==> config.mk <==
export PLATFORM = sky130hd
export DESIGN_NAME = pool_frame_ctrl
export DESIGN_NICKNAME = d
export VERILOG_FILES = /design/src/rtl/pool_frame_ctrl.sv
export SDC_FILE = /design/constraint.sdc
export NUM_CORES = 1
export LEC_CHECK = 0
export ABC_AREA = 0
export BUFFER_PORTS_ARGS = -buffer_cell sky130_fd_sc_hd__buf_2
export CORE_AREA = 2 2 126 104
export CTS_CLUSTER_SIZE = 8
export DETAILED_ROUTE_END_ITERATION = 8
export DIE_AREA = 0 0 128 106
export GPL_TIMING_DRIVEN = 0
export SETUP_SLACK_MARGIN = 0.3
export SYNTH_ARGS = -nofsm -noshare
export SYNTH_HDL_FRONTEND = slang
export SYNTH_SLANG_ARGS = --single-unit
==> constraint.sdc <==
create_clock -name clock -period 4.9 [get_ports clock]
set_input_delay 0.98 -clock clock [delete_from_list [all_inputs] [get_ports clock]]
set_output_delay 0.98 -clock clock [all_outputs]
set_load 0.01 [all_outputs]
==> src/rtl/pool_frame_ctrl.sv <==
// Frame sequencer for one maxpooling stage: raster sweep, source pull with stall,
// pipeline drain, pooled-output counting. Define POOL_FRAME_CTRL_CONT_EN for back-to-back frames.
module pool_frame_ctrl #(
   parameter int WIDTH        = 8,
   parameter int HEIGHT       = 4,
   parameter int W_WIDTH      = 10,
   parameter int W_HEIGHT     = 6,
   parameter int LEVEL        = 0,
   parameter int DRAIN_CYCLES = 16,
   localparam int V_BITW      = $clog2(W_HEIGHT),
   localparam int H_BITW      = $clog2(W_WIDTH)
) (
   input  logic              clock,
   input  logic              rst,
   input  logic              start,
   output logic              busy,
   output logic              done,
   input  logic              src_valid,
   output logic              src_ready,
   output logic              stg_enable,
   output logic [V_BITW-1:0] stg_vcnt,
   output logic [H_BITW-1:0] stg_hcnt,
   input  logic              pool_out_enable,
   input  logic [V_BITW-1:0] pool_vcnt,
   input  logic [H_BITW-1:0] pool_hcnt,
   output logic [15:0]       pool_count,
   output logic              count_err,
   output logic [15:0]       stall_count
);

   localparam int                DR_BITW    = $clog2(DRAIN_CYCLES + 1);
   localparam logic [V_BITW-1:0] HEIGHT_V   = V_BITW'(HEIGHT);
   localparam logic [H_BITW-1:0] WIDTH_H    = H_BITW'(WIDTH);
   localparam logic [V_BITW-1:0] LAST_V     = V_BITW'(W_HEIGHT - 1);
   localparam logic [H_BITW-1:0] LAST_H     = H_BITW'(W_WIDTH - 1);
   localparam logic [DR_BITW-1:0] DRAIN_LAST = DR_BITW'(DRAIN_CYCLES - 1);
   localparam logic [15:0]       EXPECTED   = 16'((WIDTH >> (LEVEL + 1)) * (HEIGHT >> (LEVEL + 1)));
   localparam logic [15:0]       SAT        = 16'hFFFF;

   typedef enum logic [1:0] {IDLE = 2'd0, RUN = 2'd1, DRAIN = 2'd2, DONE = 2'd3} state_t;

   state_t              state_r, state_s;
   logic [V_BITW-1:0]   vcnt_r, vcnt_s, adv_v_s;
   logic [H_BITW-1:0]   hcnt_r, hcnt_s, adv_h_s;
   logic [DR_BITW-1:0]  drain_r, drain_s;
   logic [15:0]         pool_r, pool_s, stall_r, stall_cnt_s;
   logic                err_r, err_s, busy_r, done_r;
   logic                active_s, stall_s, pool_hit_s, src_ready_s, stg_enable_s;
`ifdef POOL_FRAME_CTRL_CONT_EN
   logic                cont_r, cont_s;
`endif

   // Raster position, stall detection and stage handshake outputs
   always_comb begin
      active_s     = (vcnt_r < HEIGHT_V) && (hcnt_r < WIDTH_H);
      stall_s      = (state_r == RUN) && active_s && !src_valid;
      pool_hit_s   = pool_out_enable && (pool_vcnt < HEIGHT_V) && (pool_hcnt < WIDTH_H)
                     && (&pool_vcnt[LEVEL:0]) && (&pool_hcnt[LEVEL:0]);
      adv_h_s      = (hcnt_r == LAST_H) ? {H_BITW{1'b0}} : hcnt_r + 1'b1;
      adv_v_s      = (hcnt_r != LAST_H) ? vcnt_r :
                     (vcnt_r == LAST_V) ? {V_BITW{1'b0}} : vcnt_r + 1'b1;
      src_ready_s  = 1'b0;
      stg_enable_s = 1'b0;
      case (state_r)
         RUN: begin
            src_ready_s  = active_s && src_valid;
            stg_enable_s = !active_s || src_valid;
         end
         DRAIN: begin
            stg_enable_s = 1'b1;
         end
         default: begin
            stg_enable_s = 1'b0;
         end
      endcase
   end

   // Next-state, raster and counter update
   always_comb begin
      state_s     = state_r;
      vcnt_s      = vcnt_r;
      hcnt_s      = hcnt_r;
      drain_s     = drain_r;
      pool_s      = pool_r;
      stall_cnt_s = stall_r;
      err_s       = err_r;
`ifdef POOL_FRAME_CTRL_CONT_EN
      cont_s      = cont_r;
`endif
      if (((state_r == RUN) || (state_r == DRAIN)) && pool_hit_s && (pool_r != SAT)) begin
         pool_s = pool_r + 16'd1;
      end else begin
         pool_s = pool_r;
      end
      case (state_r)
         IDLE: begin
            if (start) begin
               state_s     = RUN;
               vcnt_s      = {V_BITW{1'b0}};
               hcnt_s      = {H_BITW{1'b0}};
               pool_s      = 16'd0;
               stall_cnt_s = 16'd0;
               err_s       = 1'b0;
            end else begin
               state_s = IDLE;
            end
         end
         RUN: begin
            if (stall_s) begin
               stall_cnt_s = (stall_r == SAT) ? stall_r : stall_r + 16'd1;
            end else begin
               vcnt_s = adv_v_s;
               hcnt_s = adv_h_s;
               if ((vcnt_r == LAST_V) && (hcnt_r == LAST_H)) begin
                  state_s = DRAIN;
                  drain_s = {DR_BITW{1'b0}};
               end else begin
                  state_s = RUN;
               end
            end
         end
         DRAIN: begin
            vcnt_s = adv_v_s;
            hcnt_s = adv_h_s;
            if (drain_r == DRAIN_LAST) begin
               // Compare against this cycle's updated count so a final hit is included
               state_s = DONE;
               vcnt_s  = {V_BITW{1'b0}};
               hcnt_s  = {H_BITW{1'b0}};
               err_s   = (pool_s != EXPECTED);
`ifdef POOL_FRAME_CTRL_CONT_EN
               cont_s  = start;
`endif
            end else begin
               drain_s = drain_r + 1'b1;
            end
         end
         DONE: begin
`ifdef POOL_FRAME_CTRL_CONT_EN
            if (cont_r) begin
               state_s     = RUN;
               pool_s      = 16'd0;
               stall_cnt_s = 16'd0;
               err_s       = 1'b0;
               cont_s      = 1'b0;
            end else begin
               state_s = IDLE;
            end
`else
            state_s = IDLE;
`endif
         end
         default: begin
            state_s = IDLE;
         end
      endcase
   end

   // State and counter registers
   always_ff @(posedge clock or posedge rst) begin
      if (rst) begin
         state_r <= IDLE;
         vcnt_r  <= {V_BITW{1'b0}};
         hcnt_r  <= {H_BITW{1'b0}};
         drain_r <= {DR_BITW{1'b0}};
         pool_r  <= 16'd0;
         stall_r <= 16'd0;
         err_r   <= 1'b0;
         busy_r  <= 1'b0;
         done_r  <= 1'b0;
`ifdef POOL_FRAME_CTRL_CONT_EN
         cont_r  <= 1'b0;
`endif
      end else begin
         state_r <= state_s;
         vcnt_r  <= vcnt_s;
         hcnt_r  <= hcnt_s;
         drain_r <= drain_s;
         pool_r  <= pool_s;
         stall_r <= stall_cnt_s;
         err_r   <= err_s;
         busy_r  <= (state_s == RUN) || (state_s == DRAIN);
         done_r  <= (state_s == DONE);
`ifdef POOL_FRAME_CTRL_CONT_EN
         cont_r  <= cont_s;
`endif
      end
   end

   assign busy        = busy_r;
   assign done        = done_r;
   assign src_ready   = src_ready_s;
   assign stg_enable  = stg_enable_s;
   assign stg_vcnt    = vcnt_r;
   assign stg_hcnt    = hcnt_r;
   assign pool_count  = pool_r;
   assign count_err   = err_r;
   assign stall_count = stall_r;

endmodule

### After elaboration in Yosys (flattened, before gate mapping)

Cells that the tools add are included.
Widths: inputs -> output; s select.

* register bits after elaboration: 49
* input bits: 12
* output and inout port bits: 44
* logic and storage cells: 95

* add/subtract/negate cells: 5
* magnitude comparators: 4
* equal/unequal tests: 20
* mux-type cells: 32
* reduce and logical (&&, ||, !) cells: 25

Operators with widths (number)
* $mux 16: 6
* $add 16x1->16 const B: 2
* $pmux 16 s2: 1
* $eq 16x16->1 const B: 1
* $mux 4: 4
* $ne 16x16->1 const B: 1
* $ne 16x4->1 const B: 1
* $mux 3: 5
* $mux 5: 3
* $pmux 4 s3: 1
* $logic_and 1x1->1: 11
* $ne 2x2->1 const B: 5
* $pmux 5 s2: 1
* $pmux 3 s3: 1
* $eq 2x2->1 const B: 4
* $lt 4x4->1 const B: 2
* $pmux 2 s4: 1
* $reduce_and 4->1: 2
* $lt 3x3->1 const B: 2
* $mux 2: 3
* $reduce_and 3->1: 2
* $reduce_bool 2->1: 3
* $add 5x1->5 const B: 1
* $eq 5x4->1 const B: 1
* 13 further kinds: 22

### Depth between registers and ports, before layout

Gate-level depths: netlist of run 1.

* depth in word-level cells: 11
* gate-level depth with buffers: 9
* depth with buffers taken out: 9

### Least setup slack after synthesis of run 1

OpenSTA, ideal clock, no wires.

* path kind: input to register
* from: input port pool_hcnt[3]
* to: register err_r, in the netlist count_err
* library setup time: 0.135 ns
* data arrival time: 2.411 ns
* data required time: 4.765 ns
* setup slack: 2.355 ns
* stages on the path: 6
* path buffers: 0
* path through: and4bb_2 > nand2_1 > nor3b_2 > mux2_4 > nor4b_1 > a31oi_1

* cells in the longest elaborated chain, start to end: 10

RTL lines
* start, declared: line 25 `input logic [H_BITW-1:0] pool_hcnt,`
* $lt 4x4->1: line 57 `pool_hit_s = pool_out_enable && (pool_vcnt < HEIGHT_V) && (pool_hcnt < WIDTH_H)`
* $logic_and 1x1->1: line 57
* $logic_and 1x1->1 (2 in series): line 58 `&& (&pool_vcnt[LEVEL:0]) && (&pool_hcnt[LEVEL:0]);`
* $logic_and 1x1->1 (2 in series): line 90 `if (((state_r == RUN) || (state_r == DRAIN)) && pool_hit_s && (pool_r != SAT)) begin`
* $mux 16: line 90
* $ne 16x4->1: line 130 `err_s = (pool_s != EXPECTED);`
* $mux 1: line 125 `if (drain_r == DRAIN_LAST) begin`
* $pmux 1 s2: line 95 `case (state_r)`
* end signal, assigned: line 181 `err_r <= err_s;`
* end, declared: line 47 `logic err_r, err_s, busy_r, done_r;`

No other way between the ends. The select of a mux whose other input is x is not followed.
A chain may end at the register's enable or synchronous reset.

### Worst setup path after layout of run 1

* from: register state_r[1]
* to: output port src_ready

* cells in the longest elaborated chain, start to end: 2

RTL lines
* start, declared: line 42 `state_t state_r, state_s;`
* start signal, assigned: line 175 `state_r <= state_s;`
* $eq 2x1->1: line 64 `case (state_r)`
* $mux 1: line 64
* end, declared: line 19 `output logic src_ready,`

No other way between the ends.

==> results of run 1 <==
## worst max-delay path: cells and delay by family, from the launching register on
family / cells / cell delay, ns
simple gates: 1 / 0.32
flops: 1 / 0.43
fa+ha+maj: 1 / 0.27
buf+inv: 3 / 0.67
## power by group
part | internal (W) | total (W) | switching (W)
clock | 0.000191 | 0.000349 | 0.000158
combinational | 0.000135 | 0.000359 | 0.000224
sequential | 0.000438 | 0.000481 | 0.0000430
total | 0.000764 | 0.00119 | 0.000425
## final cells by class
cell class	count	area share (%)
inverter	12	1.240
buffer	13	2.205
clock inverter	2	0.3789
tap	156	5.374
multi-input combinational	249	45.78
timing repair buffer	53	7.716
sequential	49	33.76
clock buffer	6	3.548
## layout by cell type, fill, tap and decap left out, types with 3 or more instances in the layout
cell                         n
sky130_fd_sc_hd__o21ai_1     6
sky130_fd_sc_hd__nand3_1    12
sky130_fd_sc_hd__xnor2_1    17
sky130_fd_sc_hd__nor3_1     10
sky130_fd_sc_hd__inv_1      11
sky130_fd_sc_hd__nand2b_1    3
sky130_fd_sc_hd__nor4_2      3
sky130_fd_sc_hd__and2_1      8
sky130_fd_sc_hd__xor2_1      5
sky130_fd_sc_hd__buf_2      56
sky130_fd_sc_hd__o31ai_1     5
sky130_fd_sc_hd__nor4_1      3
sky130_fd_sc_hd__and4_1      3
sky130_fd_sc_hd__nand2_1    33
sky130_fd_sc_hd__dfrtp_1    49
sky130_fd_sc_hd__buf_6       3
sky130_fd_sc_hd__nor2_1     27
sky130_fd_sc_hd__ha_1       12
sky130_fd_sc_hd__mux2i_1     3
sky130_fd_sc_hd__or3_1       8
sky130_fd_sc_hd__and4_4      3
sky130_fd_sc_hd__o21ai_0    19
sky130_fd_sc_hd__clkbuf_16   5
sky130_fd_sc_hd__nor2b_1     6
sky130_fd_sc_hd__a21oi_1    14
sky130_fd_sc_hd__clkbuf_1    6
sky130_fd_sc_hd__and3_1      5
sky130_fd_sc_hd__nand4_1     4
## per-stage QoR
step	util [%]	area [um^2]	hold slack, ns	setup slack, ns	power [W]
floorplan	-	3014	0.4375	2.355	0.0007342
global placement	27.96	3470	0.4637	2.006	0.0008389
detailed placement	28.13	3490	0.4782	2.002	0.0008499
CTS	29.28	3632	0.4860	1.928	0.001205
global route	29.28	3632	0.5110	1.789	0.001269
finish	29.28	3632	0.4872	1.933	0.001190
## per-layer routing
| layer | up-vias | share of wire, % | GRT usage (%) |
|---|---|---|---|
| li1 | 1268 | - | - |
| met1 | 1243 | 47 | 14.15 |
| met2 | 48 | 48 | 16.88 |
| met3 | 8 | 3.3 | 2.818 |
| met4 | 0 | 1.7 | 3.925 |
| met5 | - | 0 | 0 |
## logic make-up after synthesis
logic type               after synthesis
XOR/XNOR                              22
flip-flops                            49
AO/OA/AOI/OAI                         60
multiplexers                           6
AND/OR/NAND/NOR                      149
buffers and inverters                 25
adder cells (fa/ha/maj)               12
## synthesized netlist by cell type (all sizes together), types with 5 or more instances
cell    instances  share of area, %
nand3          13               2.3
clkbuf          5              0.62
nor4            6               1.9
o21ai          25               4.2
and2            8               1.7
nor3           12               2.3
xor2            5               1.5
or3             8               1.7
a21oi          15               2.6
nand4           6               2.0
inv            12               1.5
xnor2          17               4.9
ha             12               5.0
nor2           28               3.6
o31ai           5               1.2
and3            5               1.0
nor2b           6               1.2
and4            6               2.0
buf             8               2.0
nand2          33               4.1
dfrtp          49                41
## registers in the layout (all words and copies together), names as in the netlist
signal / count
busy: 1
count_err: 1
done: 1
drain_r: 5
pool_count: 16
stall_count: 16
state_r: 2
stg_hcnt: 4
stg_vcnt: 3
## worst paths after layout
path	startpoint	endpoint	slack (ns)	cells past startpoint
hold reg to reg	drain_r[3]$_DFFE_PP0P_	drain_r[3]$_DFFE_PP0P_	0.49	1
min in group asynchronous	rst	pool_count[2]$_DFF_PP0_	0.60	2
setup / recovery	state_r[1]$_DFF_PP0_	src_ready	1.93	5
max in group asynchronous	rst	drain_r[2]$_DFFE_PP0P_	3.81	3
setup reg to reg	state_r[0]$_DFF_PP0_	count_err$_DFFE_PP0P_	2.24	8
hold / removal	drain_r[3]$_DFFE_PP0P_	drain_r[3]$_DFFE_PP0P_	0.49	1
==> summary.txt, run 1 <==
Global route
  – GR Util All Layers: a little over a tenth
  – Global-route wire length before repair: roughly 12 mm
  – Antenna violations before repair: 0
  – Gr ovfl total: 0
  – Vias in the first global route: about 2400
  – Maximum number of pins on one net before global-route repair: between 40 and 50

Synth
  – Main combinational cell family by area after synthesis: simple AND/OR/NAND/NOR gates
  – Post-synthesis simple-gate area fraction: ~29%
  – Gate Count Post-Synth: about 320
  – Unique cell type count in the Yosys netlist: 61
  – Share of cell area taken by muxes after synthesis: about 2.2%
  – Count of state elements after synthesis: 49
  – Proportion of synthesized flip-flops having asynchronous set or reset: between 90% and 100%
  – Synth Area in Adders: 4.981%
  – Sequential fraction of the synthesis area: between 40% and 50%
  – Number of nets in the synthesized netlist: about 350
  – Synthesized-area fraction occupied by xor and xnor cells: 6.393%
  – Number of warnings issued by yosys: 0
  – Mapped cell area: approximately 3000 um^2
  – Count of flip-flops with a built-in enable after synthesis: 0
  – Top FF cell, synth: sky130_fd_sc_hd__dfrtp_1
  – Complex-gate fraction of the synthesized area: ~13%
  – Post-Syn Area per Cell: between 9 and 10 um^2

Finish
  – Combined flip-flop and latch cell area: ~1200 um^2
  – Number of cells in the finished layout apart from fillers: 540
  – Fraction of layout instances using a drive strength above 1: approximately a quarter
  – Number of fill cells: 1295
  – Area Overhead vs Synth: 20.51%
  – Multi-input combinational cell area: about 1700 um^2
  – Antenna diode instance count: 0
  – Layout net count: 407

STA
  – Hold violation total from the final report: 0
  – Transition at the pin with the smallest max-transition slack: ~0.74 ns
  – Fin crit period: between 2 and 3 ns
  – Setup repair after global routing missed its margin: false
  – Final Cycle Share: 60.56%
  – Slew margin rel.: about 50%
  – Final clock skew: between 0.01 and 0.015 ns
  – Accumulated negative setup slack: 0 ns
  – Final setup violation count: 0
  – Max Slew Vio Count: 0
  – Maximum achievable frequency: between 0.3 and 0.4 GHz

CTS
  – Count of hold buffers inserted by post-cts repair: 0
  – Clock tree from TritonCTS: done
  – Max H-tree Level: 2
  – Library cell used as clock root buffer: sky130_fd_sc_hd__clkbuf_16
  – Cells resized by post-CTS repair: 0
  – Number of CTS-inserted buffers: 5
  – Clock-pin slew on the worst setup and hold paths: about 0.070 ns
  – Number of sinks handled by clock tree synthesis: 49
  – Number of buffers inserted by post-CTS setup repair: 0
  – Source-to-sink clock delay at the later pin of the worst-skew pair: 0.29 ns
  – Clk buf depth: 2

Status
  – Run status: completed

Hold path
  – Worst min path class: reg -> reg

Floorplan
  – Core footprint: about 12000 um^2
  – Number of ports placed on the die boundary: 56
  – Initial core utilization: roughly a quarter
  – Die Area: 13570 um^2
  – # rows: 37
  – DIE HEIGHT: 106 um
  – Floorplan die width: approximately 130 um

Pwr
  – Highest ir drop seen on vdd: 108.8 uV
  – P per Cell Area: between 300 and 400 nW/um^2
  – Leakage Power: around 1.7 nW

Placement
  – Number of buffers inserted by port buffering: between 50 and 60
  – # placed instances: 532
  – Hpwl dp: 5.369 mm
  – Weighted congestion reported at the end of routability-driven placement: 0.8444

Routing
  – Number of nets with antenna violations after detailed routing: 0
  – Via count: about 2600
  – Routed length per placed instance: around 13 um
  – Count of routing violations after the opening detailed-route iteration: 196
  – Number of detailed-routing iterations run before antenna repair: 4
  – Routed vias/inst: between 4 and 5
  – DRC violation count after routing: 0
  – Wire length reported by the detailed router: a little over 7 mm

Critical path
  – Worst Path Arrival: 1.99 ns
  – Critical path type: reg -> out
  – Nature of the critical path endpoint: output pin
  – Maximum fanout along the worst path: 10
  – Startpoint Class: flop
  – Highest-delay cell along the critical path: sky130_fd_sc_hd__dfrtp_1
  – Highest cell delay on the worst timing path: approximately 0.43 ns
  – Series of cell instances along the critical path: inv_1, ha_1, clkbuf_1, nor4bb_1, buf_2
  – Critical path data required time: a little under 4 ns

Flow run
  – Total of max-cap violations: 0
Power figures use the tool's default switching activity.
==> inputs of run 2 (changes only) <==
Settings changed: ABC_AREA 0 to 1, CORE_AREA 2 2 126 104 to 2 2 129 106, DIE_AREA 0 0 128 106 to 0 0 131 108.
Clock period 4.9 ns to 2.5 ns, I/O delays scaled along.
==> run 2 against run 1 <==
- design area increased by 8.2%
- register-to-register slack got worse by 1.9 ns
- core utilization increased by 1.6 points
- total power is 130% higher
- wire length is 16% higher
==> summary.txt, run 2 <==
Routing
  – Amount of wire on met3 after detailed routing: 352 um (was 241 um)
  – Highest Signal Layer: met4 (unchanged)
  – Number of detailed-routing iterations run before antenna repair: 4 (unchanged)
  – Met2 Routed Length: 3.888 mm (was 3.457 mm)
  – Count of routing violations after the opening detailed-route iteration: 249 (was 196)
  – Number of nets with antenna violations after detailed routing: 0 (unchanged)
  – Routed length per placed instance: 12.44 um (was 13.44 um)
  – DRC violation count after routing: 0 (unchanged)
  – Length of routed wiring on met1: 4.033 mm (was 3.435 mm)
  – Wire length reported by the detailed router: 8.387 mm (was 7.256 mm)
  – Routed vias/inst: 4.442 (was 4.754)
  – Via count: 2994 (was 2567)

Synth
  – Number of nets in the synthesized netlist: 454 (was 347)
  – Largest cells by area after synthesis: sky130_fd_sc_hd__dfrtp_1 (39%), sky130_fd_sc_hd__nand2_1 (15%), sky130_fd_sc_hd__nor2_1 (7.0%), sky130_fd_sc_hd__inv_1 (6.2%), sky130_fd_sc_hd__ha_1 (4.8%) (was sky130_fd_sc_hd__dfrtp_1 (41%), sky130_fd_sc_hd__ha_1 (5.0%), sky130_fd_sc_hd__xnor2_1 (4.9%), sky130_fd_sc_hd__nand2_1 (4.1%), sky130_fd_sc_hd__nor2_1 (3.4%))
  – Cell types with the highest counts after synthesis: sky130_fd_sc_hd__nand2_1 (121), sky130_fd_sc_hd__nor2_1 (58), sky130_fd_sc_hd__inv_1 (52) (was sky130_fd_sc_hd__dfrtp_1 (49), sky130_fd_sc_hd__nand2_1 (33), sky130_fd_sc_hd__nor2_1 (27))
  – Gate Count Post-Synth: 430 (was 323)
  – Fraction of synthesized cell area taken by the top area cell type: 39.23% (was 40.68%)
  – Mapped cell area: 3125 um^2 (was 3014 um^2)
  – Post-Syn Area per Cell: 7.269 um^2 (was 9.332 um^2)
  – Count of state elements after synthesis: 49 (unchanged)
  – Count of flip-flops with a built-in enable after synthesis: 0 (unchanged)
  – Number of warnings issued by yosys: 0 (unchanged)
  – Top FF cell, synth: sky130_fd_sc_hd__dfrtp_1 (unchanged)
  – Dominant cell type by area after synthesis: sky130_fd_sc_hd__dfrtp_1 (unchanged)
  – Proportion of synthesized flip-flops having asynchronous set or reset: 100.0% (unchanged)
  – Unique cell type count in the Yosys netlist: 40 (was 61)
  – Most frequent cell after synthesis: sky130_fd_sc_hd__nand2_1 (was sky130_fd_sc_hd__dfrtp_1)
  – Sequential fraction of the synthesis area: 39.23% (was 40.68%)

Global route
  – Gr ovfl total: 0 (unchanged)
  – Maximum number of pins on one net before global-route repair: 39 (was 42)
  – Vias in the first global route: 2973 (was 2404)
  – Antenna violations before repair: 0 (unchanged)
  – Global-route wire length before repair: 13.88 mm (was 11.69 mm)
  – GR Util All Layers: 12.31% (was 10.72%)

STA
  – Fin crit period: between 2 and 2.5 ns
  – Transition at the pin with the smallest max-transition slack: 0.5532 ns (was 0.7397 ns)
  – Maximum achievable frequency: roughly 0.47 GHz
  – Hold violation total from the final report: 0 (unchanged)
  – Max Slew Vio Count: 0 (unchanged)
  – Final Cycle Share: 85.71%
  – Setup repair after global routing missed its margin: true (was false)
  – Accumulated negative setup slack: 0 ns (unchanged)
  – Slew margin rel.: 63.12% (was 49.99%)
  – Final setup violation count: 0 (unchanged)
  – Final clock skew: 0.01250 ns (was 0.01046 ns)

Critical path
  – Nature of the critical path endpoint: output pin (unchanged)
  – Worst reg2reg path depth: 16 (was 8)
  – RR Endpoint: count_err$_DFFE_PP0P_ (unchanged)
  – Critical path data required time: 2.00 ns (was 3.92 ns)
  – Series of cell instances along the critical path: ha_1, buf_6, nand2_4, nor2_4, nor2_4, nor2_1, nor2_1, buf_2 (was inv_1, ha_1, clkbuf_1, nor4bb_1, buf_2)
  – Bufs and invs on worst path: 2 (was 3)
  – Worst Path Arrival: 1.64 ns (was 1.99 ns)
  – Flop-to-flop setup slack: 0.37 ns (was 2.24 ns)
  – Critical R2R Launch: state_r[0]$_DFF_PP0_ (unchanged)
  – Cell family contributing the most delay on the critical path: simple AND/OR/NAND/NOR gates (was buffers and inverters)
  – Highest cell delay on the worst timing path: 0.42 ns (was 0.43 ns)
  – Startpoint Class: flop (unchanged)
  – Critical path type: reg -> out (unchanged)
  – Maximum fanout along the worst path: 5 (was 10)
  – Highest-delay cell along the critical path: sky130_fd_sc_hd__dfrtp_1 (unchanged)

Finish
  – Final core utilization: 30.88% (was 29.28%)
  – Combined flip-flop and latch cell area: 1227 um^2 (was 1226 um^2)
  – Layout net count: 522 (was 407)
  – Area Overhead vs Synth: 25.78% (was 20.51%)
  – Most frequent cells in the layout: sky130_fd_sc_hd__nand2_1 (119), sky130_fd_sc_hd__nor2_1 (53), sky130_fd_sc_hd__buf_2 (52) (was sky130_fd_sc_hd__buf_2 (56), sky130_fd_sc_hd__dfrtp_1 (49), sky130_fd_sc_hd__nand2_1 (33))
  – Fraction of layout instances using a drive strength above 1: 22.65% (was 23.96%)
  – Antenna diode instance count: 0 (unchanged)
  – Leading cell type in the layout, fill and taps excluded: sky130_fd_sc_hd__nand2_1 (was sky130_fd_sc_hd__buf_2)
  – Multi-input combinational cell area: 1714 um^2 (was 1663 um^2)
  – Number of fill cells: 1359 (was 1295)

CTS
  – Clk buf depth: 2 (unchanged)
  – Source-to-sink clock delay at the later pin of the worst-skew pair: 0.30 ns (was 0.29 ns)
  – Count of hold buffers inserted by post-cts repair: 0 (unchanged)
  – Number of CTS-inserted buffers: 5 (unchanged)
  – Max H-tree Level: 2 (unchanged)
  – Library cell used as clock root buffer: sky130_fd_sc_hd__clkbuf_16 (unchanged)
  – Number of sinks handled by clock tree synthesis: 49 (unchanged)
  – Clock-pin slew on the worst setup and hold paths: 0.07 ns (about the same)
  – Clock tree from TritonCTS: done (unchanged)

Pwr
  – Combinational fraction of design power: 36.8% (was 30.2%)
  – Highest ir drop seen on vdd: 264.9 uV (was 108.8 uV)
  – Relative contribution of the clock network to total power: 28.6% (was 29.3%)
  – Internal portion of total power: 0.001720 W (was 0.0007643 W)
  – Fraction of power spent switching nets: 37.37% (was 35.75%)
  – Net switching power figure: 0.001026 W (was 0.0004253 W)
  – Proportion of power drawn by flip-flops and latches: 34.6% (was 40.5%)
  – Leakage Power: 1.951 nW (was 1.696 nW)
  – P per Cell Area: 698.6 nW/um^2 (was 327.5 nW/um^2)

Floorplan
  – Core footprint: 12730 um^2 (was 12410 um^2)
  – Floorplan die width: 131 um (was 128 um)
  – Initial core utilization: 24.55% (was 24.29%)
  – Number of ports placed on the die boundary: 56 (unchanged)
  – DIE HEIGHT: 108 um (was 106 um)
  – Die Area: 14150 um^2 (was 13570 um^2)
  – # rows: 37 (unchanged)

Placement
  – Weighted congestion reported at the end of routability-driven placement: 0.8906 (was 0.8444)
  – Hpwl dp: 6.226 mm (was 5.369 mm)
  – Number of buffers inserted by port buffering: 52 (unchanged)

Hold path
  – Worst min path class: in -> async (was reg -> reg)

Status
  – Run status: completed (unchanged)

Flow run
  – Total of max-cap violations: 0 (unchanged)
## run 2: cell types whose count changed in the layout (fill, tap and decap cells not counted), sizes merged, moves of 6 or more
cell / before / now
nand2: 33 / 132
inv: 13 / 52
nor2: 28 / 66
xnor2: 17 / 2
nand3: 13 / 24
and2: 8 / 0
or3: 8 / 0
nor3: 12 / 5
a21oi: 15 / 21
and4: 6 / 0
nor2b: 6 / 0
o21ai: 25 / 19
## run 2: worst max path at each step
stage,start,depth (start not counted),endpoint
2_1_floorplan,state_r[1]$_DFF_PP0_,12,stall_count[7]$_DFFE_PP0P_
3_3_place_gp,rst,2,pool_count[8]$_DFF_PP0_
3_5_place_dp,state_r[1]$_DFF_PP0_,16,count_err$_DFFE_PP0P_
4_1_cts,state_r[0]$_DFF_PP0_,16,count_err$_DFFE_PP0P_
5_1_grt,state_r[0]$_DFF_PP0_,16,count_err$_DFFE_PP0P_
6_report,state_r[0]$_DFF_PP0_,8,stg_enable
## run 2: power by group through the flow
stage / logic, W / clock network (W) / registers (W)
3_5_place_dp: 0.000840 / 0 / 0.000962
6_report: 0.00101 / 0.000786 / 0.000950
2_1_floorplan: 0.000559 / 0 / 0.000977
4_1_cts: 0.000904 / 0.000812 / 0.000947
5_1_grt: 0.00112 / 0.000845 / 0.000964
3_3_place_gp: 0.000813 / 0 / 0.000957
## run 2: stage by stage
stage | total power, W | worst slack, ns | hold WS, ns | cells | cell area (um^2)
floorplan | 0.001536 | 0.5938 | 0.4786 | 430 | 3126
global placement | 0.001770 | 0.07262 | 0.4669 | 657 | 3605
detailed placement | 0.001802 | 0.1097 | 0.4629 | 658 | 3625
CTS | 0.002663 | 0.2917 | 0.1433 | 669 | 3847
global route | 0.002933 | 0.2197 | 0.1517 | 674 | 3931
finish | 0.002746 | 0.3574 | 0.1420 | 674 | 3931
## run 2: cells by family (layout without fill, tap and decap cells)
kind of cell	count (synthesis)	in the layout	share of synthesized area [%]
buffers and inverters	60	129	8.046
AO/OA/AOI/OAI	53	53	9.768
XOR/XNOR	10	10	2.802
flip-flops	49	49	39.23
multiplexers	1	1	0.3203
adder cells (fa/ha/maj)	12	12	4.804
AND/OR/NAND/NOR	245	245	35.03
## run 2: timing repair
item	4_1_cts	5_1_grt
endpoints found under the setup margin	8	19
pin swaps	0	6
buffers inserted	3	5
gates resized for setup	11	14
## run 2: area by class of cell
type                    instances  share of cell area [%]
clock buffers                   6                   3.278
well taps                     175                   5.570
multi-input cells             321                   43.60
clock inverters                 2                  0.9866
flip-flops and latches         49                   31.22
plain buffers                   6                   1.369
repair buffers                 61                   8.657
inverters                      54                   5.315
## run 2: per-layer routing
metal,track usage (%),vias to the layer above
met5,0,-
met1,16.54,1397
li1,-,1524
met2,19.28,66
met4,4.635,0
met3,2.820,7
==> inputs of run 3 (changes only) <==
Settings changed: ABC_AREA 1 to default, CORE_AREA 2 2 129 106 to 2 2 126 104, DIE_AREA 0 0 131 108 to 0 0 128 106.
==> run 3 against run 2 <==
- clock skew fell by 0.0031 ns
- critical path depth did not move
- critical endpoint is now count_err$_DFFE_PP0P_
- core utilization rose by 0.80 points
- die area fell by 4.1%
- largest power group is now sequential cells
- hold slack improved by 0.022 ns
==> summary.txt, run 3 (synthesized netlist as in run 1, its figures left out) <==
Pwr
  – Leakage Power: 1.807 nW (was 1.951 nW)
  – Internal portion of total power: 0.001647 W (was 0.001720 W)
  – Proportion of power drawn by flip-flops and latches: 36.7% (was 34.6%)
  – P per Cell Area: 653.0 nW/um^2 (was 698.6 nW/um^2)
  – Total power draw: 0.002566 W (was 0.002746 W)
  – Net switching power figure: 0.0009192 W (was 0.001026 W)
  – Combinational fraction of design power: 36.3% (was 36.8%)
  – Fraction of power spent switching nets: 35.82% (was 37.37%)
  – Relative contribution of the clock network to total power: 26.9% (was 28.6%)
  – Highest ir drop seen on vdd: 297.1 uV (was 264.9 uV)

Routing
  – Routed vias/inst: 4.746 (was 4.442)
  – DRC violation count after routing: 0 (unchanged)
  – Via count: 2653 (was 2994)
  – Number of detailed-routing iterations run before antenna repair: 5 (was 4)
  – Count of routing violations after the opening detailed-route iteration: 139 (was 249)
  – Number of nets with antenna violations after detailed routing: 0 (unchanged)
  – Met2 Routed Length: 3.894 mm (was 3.888 mm)
  – Routed length per placed instance: 13.99 um (was 12.44 um)
  – Wire length reported by the detailed router: 7.821 mm (was 8.387 mm)
  – Highest Signal Layer: met4 (unchanged)
  – Length of routed wiring on met1: 3.643 mm (was 4.033 mm)
  – Amount of wire on met3 after detailed routing: 203 um (was 352 um)

Critical path
  – Startpoint Class: flop (unchanged)
  – Worst Path Arrival: 2.43 ns (was 1.64 ns)
  – Bufs and invs on worst path: 1 (was 2)
  – Critical path data required time: 2.67 ns (was 2.00 ns)
  – Worst reg2reg path depth: 8 (was 16)
  – Highest-delay cell along the critical path: sky130_fd_sc_hd__or3b_4 (was sky130_fd_sc_hd__dfrtp_1)
  – Critical path type: reg -> reg (was reg -> out)
  – Critical R2R Launch: state_r[0]$_DFF_PP0_ (unchanged)
  – RR Endpoint: count_err$_DFFE_PP0P_ (unchanged)
  – Nature of the critical path endpoint: flop (was output pin)
  – Series of cell instances along the critical path: inv_2, ha_4, and4bb_4, nand4_1, or3b_4, mux2i_2, a211oi_2, a31oi_1 (was ha_1, buf_6, nand2_4, nor2_4, nor2_4, nor2_1, nor2_1, buf_2)
  – Flop-to-flop setup slack: 0.24 ns (was 0.37 ns)
  – Cell family contributing the most delay on the critical path: simple AND/OR/NAND/NOR gates (unchanged)
  – Maximum fanout along the worst path: 3 (was 5)
  – Highest cell delay on the worst timing path: 0.47 ns (was 0.42 ns)

Floorplan
  – Initial core utilization: 24.29% (was 24.55%)
  – Die Area: 13570 um^2 (was 14150 um^2)
  – Floorplan die width: 128 um (was 131 um)
  – Core footprint: 12410 um^2 (was 12730 um^2)
  – Number of ports placed on the die boundary: 56 (unchanged)
  – DIE HEIGHT: 106 um (was 108 um)
  – # rows: 37 (unchanged)

Placement
  – Weighted congestion reported at the end of routability-driven placement: 0.8359 (was 0.8906)
  – Number of buffers inserted by port buffering: 52 (unchanged)
  – # placed instances: 532 (was 658)
  – Hpwl dp: 5.497 mm (was 6.226 mm)

Finish
  – Most frequent cells in the layout: sky130_fd_sc_hd__buf_2 (57), sky130_fd_sc_hd__dfrtp_1 (46), sky130_fd_sc_hd__nand2_1 (32) (was sky130_fd_sc_hd__nand2_1 (119), sky130_fd_sc_hd__nor2_1 (53), sky130_fd_sc_hd__buf_2 (52))
  – Number of fill cells: 1290 (was 1359)
  – Area Overhead vs Synth: 30.39% (was 25.78%)
  – Number of cells in the finished layout apart from fillers: 559 (was 674)
  – Fraction of layout instances using a drive strength above 1: 34.49% (was 22.65%)
  – Layout net count: 426 (was 522)
  – Leading cell type in the layout, fill and taps excluded: sky130_fd_sc_hd__buf_2 (was sky130_fd_sc_hd__nand2_1)
  – Antenna diode instance count: 0 (unchanged)

Global route
  – Gr ovfl total: 0 (unchanged)
  – Vias in the first global route: 2541 (was 2973)
  – Antenna violations before repair: 0 (unchanged)
  – GR Util All Layers: 11.33% (was 12.31%)
  – Maximum number of pins on one net before global-route repair: 38 (was 39)
  – Global-route wire length before repair: 12.53 mm (was 13.88 mm)

STA
  – Final setup violation count: 0 (unchanged)
  – Final Cycle Share: 90.40% (was 85.71%)
  – Fin crit period: 2.260 ns (was 2.143 ns)
  – Setup repair after global routing missed its margin: true (unchanged)
  – Slew margin rel.: 64.89% (was 63.12%)
  – Final clock skew: 0.009438 ns (was 0.01250 ns)
  – Maximum achievable frequency: 0.4425 GHz (was 0.4667 GHz)
  – Max Slew Vio Count: 0 (unchanged)
  – Minimum hold slack: 0.1641 ns (was 0.1420 ns)
  – Transition at the pin with the smallest max-transition slack: 0.5253 ns (was 0.5532 ns)
  – Accumulated negative setup slack: 0 ns (unchanged)
  – Hold violation total from the final report: 0 (unchanged)

CTS
  – Clock-pin slew on the worst setup and hold paths: 0.07 ns (about the same)
  – Source-to-sink clock delay at the later pin of the worst-skew pair: 0.29 ns (was 0.30 ns)
  – Clock tree from TritonCTS: done (unchanged)
  – Library cell used as clock root buffer: sky130_fd_sc_hd__clkbuf_16 (unchanged)
  – Number of sinks handled by clock tree synthesis: 49 (unchanged)
  – Clk buf depth: 2 (unchanged)
  – Max H-tree Level: 2 (unchanged)
  – Count of hold buffers inserted by post-cts repair: 0 (unchanged)
  – Number of CTS-inserted buffers: 5 (unchanged)

Flow run
  – Total of max-cap violations: 0 (unchanged)

Status
  – Run status: completed (unchanged)

Hold path
  – Worst min path class: in -> async (unchanged)
[run 3: cell count changes in the layout (fill, tap and decap cells not counted), moves of 7 or more]
cell,previous run,this run
sky130_fd_sc_hd__nor2_4,8,0
sky130_fd_sc_hd__nor2_1,53,27
sky130_fd_sc_hd__nand3_1,23,10
sky130_fd_sc_hd__nand2_1,119,32
sky130_fd_sc_hd__buf_4,8,19
sky130_fd_sc_hd__inv_1,47,8
sky130_fd_sc_hd__and2_1,0,8
sky130_fd_sc_hd__nand2_2,9,0
sky130_fd_sc_hd__a21oi_1,21,13
sky130_fd_sc_hd__xnor2_1,2,17
sky130_fd_sc_hd__or3_1,0,7
[run 3: worst max-delay path by stage]
stage,startpoint,to,depth (start not counted)
after floorplan,state_r[0]$_DFF_PP0_,count_err$_DFFE_PP0P_,8
after global placement,state_r[0]$_DFF_PP0_,count_err$_DFFE_PP0P_,8
after detailed placement,state_r[0]$_DFF_PP0_,count_err$_DFFE_PP0P_,8
after CTS,state_r[0]$_DFF_PP0_,count_err$_DFFE_PP0P_,8
after global routing,state_r[1]$_DFF_PP0_,count_err$_DFFE_PP0P_,8
final,state_r[0]$_DFF_PP0_,count_err$_DFFE_PP0P_,8
[run 3: routing by layer]
| layer | GRT usage (%) | vias up |
|---|---|---|
| met5 | 0 | - |
| met4 | 3.532 | 0 |
| met3 | 2.365 | 7 |
| met2 | 19.02 | 27 |
| met1 | 14.61 | 1311 |
| li1 | - | 1308 |
[run 3: power groups by stage]
stage | sequential, W | combinational [W] | clock [W]
final | 0.000942 | 0.000933 | 0.000691
after global routing | 0.000951 | 0.00103 | 0.000748
after floorplan | 0.000971 | 0.000469 | 0
after detailed placement | 0.000958 | 0.000714 | 0
after CTS | 0.000937 | 0.000778 | 0.000710
after global placement | 0.000955 | 0.000696 | 0
[run 3: final cells by class]
class                   count  area, um^2  share of cell area, %
multi-input cells         249        1804                  45.91
inverters                  12       45.04                  1.146
clock buffers               5       125.1                  3.184
plain buffers              13       88.84                  2.260
repair buffers             72       420.4                  10.70
well taps                 156       195.2                  4.967
clock inverters             3       21.27                 0.5412
flip-flops and latches     49        1230                  31.30
[run 3: what timing repair did]
item / 4_1_cts / 5_1_grt
setup endpoints to repair: 22 / 33
buffers inserted: 5 / 13
cloned: 0 / 1
pin swaps: 5 / 9
gates resized for setup: 12 / 26
[run 3: through the flow]
stage	util, %	cell area, um^2	setup slack, ns
finish	31.68	3930	0.2400
global route	31.68	3930	0.1948
CTS	30.15	3741	0.1905
detailed placement	28.20	3498	-0.05948
global placement	28.04	3478	-0.003034
floorplan	-	3023	0.3102
